===== config.mk =====
export PLATFORM = sky130hd
export DESIGN_NAME = ascon_perm_ctrl
export DESIGN_NICKNAME = d
export VERILOG_FILES = /design/src/rtl/ascon_perm_ctrl.sv
export SDC_FILE = /design/constraint.sdc
export NUM_CORES = 2
export LEC_CHECK = 0
export BUFFER_PORTS_ARGS = -buffer_cell sky130_fd_sc_hd__buf_2
export CORE_UTILIZATION = 45
export CTS_CLUSTER_SIZE = 25
export DETAILED_ROUTE_END_ITERATION = 10
export GPL_TIMING_DRIVEN = 0
export PLACE_DENSITY = 0.71
export RECOVER_POWER = 25
export SLEW_MARGIN = 20
export SYNTH_ARGS = -nofsm -noshare
export SYNTH_HDL_FRONTEND = slang
export SYNTH_SLANG_ARGS = --single-unit

===== constraint.sdc =====
create_clock -name clk -period 6 [get_ports clk]
set_clock_uncertainty 0.05 [all_clocks]
set_input_delay 0.3 -clock clk [delete_from_list [all_inputs] [get_ports clk]]
set_output_delay 0.3 -clock clk [all_outputs]
set_load 0.01 [all_outputs]

===== src/rtl/ascon_perm_ctrl.sv =====
// ascon_perm_ctrl: iterative ASCON permutation, one round per clock, valid/ready
// on both sides; owns the 320-bit state register and the round-constant schedule.
module ascon_perm_ctrl #(
    parameter int MAX_ROUNDS = 12,
    parameter int CNT_W      = 4
) (
    input  logic             clk,
    input  logic             rst,
    input  logic             in_valid,
    output logic             in_ready,
    input  logic [CNT_W-1:0] in_rounds,
    input  logic [63:0]      in_x0,
    input  logic [63:0]      in_x1,
    input  logic [63:0]      in_x2,
    input  logic [63:0]      in_x3,
    input  logic [63:0]      in_x4,
    output logic             out_valid,
    input  logic             out_ready,
    output logic [63:0]      out_x0,
    output logic [63:0]      out_x1,
    output logic [63:0]      out_x2,
    output logic [63:0]      out_x3,
    output logic [63:0]      out_x4,
    output logic             busy,
    output logic [CNT_W-1:0] round_idx
);
    typedef enum logic [1:0] {IDLE, RUN, HOLD} state_t;

    state_t           state_q, state_d;
    logic [319:0]     s_q, s_d;
    logic [CNT_W-1:0] r_q, r_d, rem_q, rem_d, n_c;

    function automatic logic [63:0] ror(input logic [63:0] x, input int k);
        return (x >> k) | (x << (64 - k));
    endfunction

    function automatic logic [319:0] ascon_round(input logic [319:0] s, input logic [CNT_W-1:0] r);
        logic [3:0]  ri;
        logic [63:0] x0, x1, x2, x3, x4, t0, t1, t2, t3, t4;
        ri = 4'(r);
        x0 = s[319:256];
        x1 = s[255:192];
        x2 = s[191:128] ^ {56'd0, ~ri, ri};
        x3 = s[127:64];
        x4 = s[63:0];
        x0 = x0 ^ x4;
        x4 = x4 ^ x3;
        x2 = x2 ^ x1;
        t0 = ~x0 & x1;
        t1 = ~x1 & x2;
        t2 = ~x2 & x3;
        t3 = ~x3 & x4;
        t4 = ~x4 & x0;
        x0 = x0 ^ t1;
        x1 = x1 ^ t2;
        x2 = x2 ^ t3;
        x3 = x3 ^ t4;
        x4 = x4 ^ t0;
        x1 = x1 ^ x0;
        x0 = x0 ^ x4;
        x3 = x3 ^ x2;
        x2 = ~x2;
        x0 = x0 ^ ror(x0, 19) ^ ror(x0, 28);
        x1 = x1 ^ ror(x1, 61) ^ ror(x1, 39);
        x2 = x2 ^ ror(x2, 1) ^ ror(x2, 6);
        x3 = x3 ^ ror(x3, 10) ^ ror(x3, 17);
        x4 = x4 ^ ror(x4, 7) ^ ror(x4, 41);
        return {x0, x1, x2, x3, x4};
    endfunction

    // Out-of-range round counts are clamped so the last round is always r = MAX_ROUNDS-1
    assign n_c = (in_rounds == '0) ? CNT_W'(1) :
                 (in_rounds > CNT_W'(MAX_ROUNDS)) ? CNT_W'(MAX_ROUNDS) : in_rounds;

    always_ff @(posedge clk) begin
        if (rst) begin
            state_q <= IDLE;
            s_q     <= '0;
            r_q     <= '0;
            rem_q   <= '0;
        end else begin
            state_q <= state_d;
            s_q     <= s_d;
            r_q     <= r_d;
            rem_q   <= rem_d;
        end
    end

    always_comb begin
        state_d = state_q;
        s_d     = s_q;
        r_d     = r_q;
        rem_d   = rem_q;
        case (state_q)
            IDLE: if (in_valid) begin
                state_d = RUN;
                s_d     = {in_x0, in_x1, in_x2, in_x3, in_x4};
                r_d     = CNT_W'(MAX_ROUNDS) - n_c;
                rem_d   = n_c;
            end
            RUN: begin
                s_d     = ascon_round(s_q, r_q);
                r_d     = r_q + CNT_W'(1);
                rem_d   = rem_q - CNT_W'(1);
                state_d = (rem_q == CNT_W'(1)) ? HOLD : RUN;
            end
            HOLD: state_d = out_ready ? IDLE : HOLD;
            default: state_d = IDLE;
        endcase
    end

    always_comb begin
        in_ready  = (state_q == IDLE);
        out_valid = (state_q == HOLD);
        busy      = (state_q != IDLE);
        round_idx = (state_q == RUN) ? r_q : '0;
    end

    assign {out_x0, out_x1, out_x2, out_x3, out_x4} = s_q;
endmodule

==> flow_summary.ini <==
[sta]
worst_pin_slew_ns = 1.36
slew_violations = 0
final.period_utilization_pct = 68.6
rsz0062_at_grt = false
finalSetupTns_ns = 0
fmax_mhz = 243
hold_viol = 0
setup_viol = 0
fin_crit_ns = 4.12
max-slew-margin-rel_pct = 8.49

[cts]
clockBufferDepth = 3
cts_tree = built
cts_buffers = 45
cts_htree_levels = 2
cts_setup_buffers = 0
clockRootBuffer = clkbuf_16
path_clk_slew_ns = 0.05
cts_sinks = 330
insertion_delay_ns = 0.61

[setup_path]
path_max_fanout = 10
slowest_stage = clkbuf_1
cp.required_ns = 5.65
cp_common_cell = clkbuf_1
path_class = flip-flop to primary output
slowest_delay_ns = 0.88
crit_arrival_ns = 3.77
crit_chain = nor2b_1 -> clkbuf_1 -> clkbuf_1 -> clkbuf_1 -> and2_2 -> buf_2
endpoint_kind = primary output
cp-start-kind = flip-flop

[layout]
fill_cells = 6181
multiInputGateArea_um2 = 21700
stdcell_area_um2 = 36700
final_layout_size_suffix_gt1_share_pct = 18.4
final_common_cell = xnor2_1
nets = 4728
area_delta_synth_final_pct = 24.6
stdcell_count = 5159
final_cell_mix = xnor2_1, buf_2, dfxtp_1
layout.area.seq_um2 = 6610

[synthesis]
syn_inst = 3430
ys.warnings.count = 0
seq_area_frac_synth_pct = 22.4
ys_types = 47
synth.avg_cell_area_um2 = 8.59
synth_nets = 3890
synth_area_leaders = dfxtp_1, xnor2_1, xor2_1
synth_top_area_cell = dfxtp_1
synth_top_area_share_pct = 22.4
synth-seq-cells = 330
synth_area_um2 = 29500
synth_edf_count = 0
ys_async_sr_fraction_pct = 0
synthFlopType = dfxtp_1

[placed_design]
placed_cells = 4940
gp_congestion = 1.12
dp_hpwl_um = 156000
postPlaceCellArea_um2 = 34000
io_buffers = 654

[die]
die_h_um = 258
core-area_um2 = 64600
die_w_um = 258
io_pins = 655
die_area_um2 = 66500
initial_core_util_pct = 45.6
rows = 93

[outcome]
status = finished, final reports clean

[routing]
viasPerCell = 6.41
route.vias.total = 33100
route.detailed.drc = 0
dr.pass1.iters = 7
wl_per_cell_um = 36.9
drtIter0Drc = 5572
ant_nets = 0
wirelength_um = 190000

[grt]
grt_usage_pct = 55.3
grt_pass1_wl_um = 250000
grt_overflow = 0
grt_max_degree = 11
antenna_found_initial = 9
grt_pass1_vias = 29700

[job]
cap_violations = 0

[min_path]
hold_path.class = primary input to flip-flop
worst max-delay path, delay by kind of cell, from the launching register on:
| family | cells | cell delay (ns) |
|---|---|---|
| buf+inv | 4 | 2.15 |
| flops | 1 | 0.53 |
| simple gates | 2 | 0.45 |
layout make-up:
type / instances / area share [%]
timing repair buffer: 791 / 12.1
inverter: 198 / 2.03
multi-input combinational: 2717 / 59.0
sequential: 330 / 18.0
antenna: 5 / 0.0341
clock buffer: 66 / 3.56
buffer: 185 / 1.97
tap: 855 / 2.92
clock inverter: 12 / 0.368
registers in the layout (all words and copies together), names as in the netlist:
signal   flops
state_q      2
r_q          4
rem_q        4
s_q        320
cells in the mapped netlist, types with 26 or more instances:
| library cell | n |
|---|---|
| inv_1 | 186 |
| clkbuf_1 | 157 |
| nand2_1 | 297 |
| a222oi_1 | 42 |
| dfxtp_1 | 330 |
| or3_1 | 86 |
| a211oi_1 | 155 |
| a22oi_1 | 30 |
| a41oi_1 | 86 |
| ha_1 | 132 |
| maj3_1 | 48 |
| nand3_1 | 88 |
| xnor2_2 | 104 |
| xor2_2 | 35 |
| a21oi_1 | 93 |
| o21ai_1 | 26 |
| xnor3_1 | 63 |
| nor2_1 | 299 |
| xnor2_1 | 581 |
| o21ai_0 | 150 |
| xor2_1 | 246 |
| and3_1 | 26 |
through the flow:
step                worst slack [ns]  utilization [%]  hold WS [ns]
finish                          1.88             56.8       0.00573
floorplan                       3.78                -         0.400
detailed placement              2.46             52.7         0.450
global placement                2.16             52.3         0.437
global route                    2.05             56.8        0.0121
CTS                             2.10             57.1      0.000577
routing by layer:
| layer | track usage (%) | wire (µm) | part of all wire, % |
|---|---|---|---|
| met1 | 70.5 | 70700 | 37 |
| met3 | 13.6 | 24500 | 13 |
| met4 | 44.0 | 18900 | 9.9 |
| met2 | 79.4 | 76300 | 40 |
| met5 | 0 | 45 | 0.024 |
path summary, 6_finish.rpt:
kind | startpoint | to | slack (ns) | depth (start not counted)
min reg2reg | s_q[79]$_SDFFE_PP0P_ | s_q[79]$_SDFFE_PP0P_ | 0.46 | 2
max reg2reg | state_q[0]$_SDFFE_PP0P_ | s_q[125]$_SDFFE_PP0P_ | 2.13 | 7
max | state_q[0]$_SDFFE_PP0P_ | round_idx[0] | 1.88 | 6
min | in_x4[49] | s_q[49]$_SDFFE_PP0P_ | 0.006 | 3
cells by family (layout without fill, tap and decap cells):
logic type	count (synthesis)	count (layout)	share of synthesized area [%]
other cells	0	5	0
simple gates	838	838	12.6
fa+ha+maj	196	196	7.85
xor+xnor	1029	1029	37.1
flops	330	330	22.4
mux	17	17	0.578
compound gates	637	637	14.6
buf+inv	383	1252	4.91
timing repair:
item / in CTS / in global routing
endpoints found under the hold margin: 136 / 0
endpoints found under the setup margin: 0 / 0
resized for setup: 0 / 0
hold buffers: 136 / 0
Power is not shown: default switching activity piles up to over one toggle a cycle in this logic, so the estimate is an artifact.
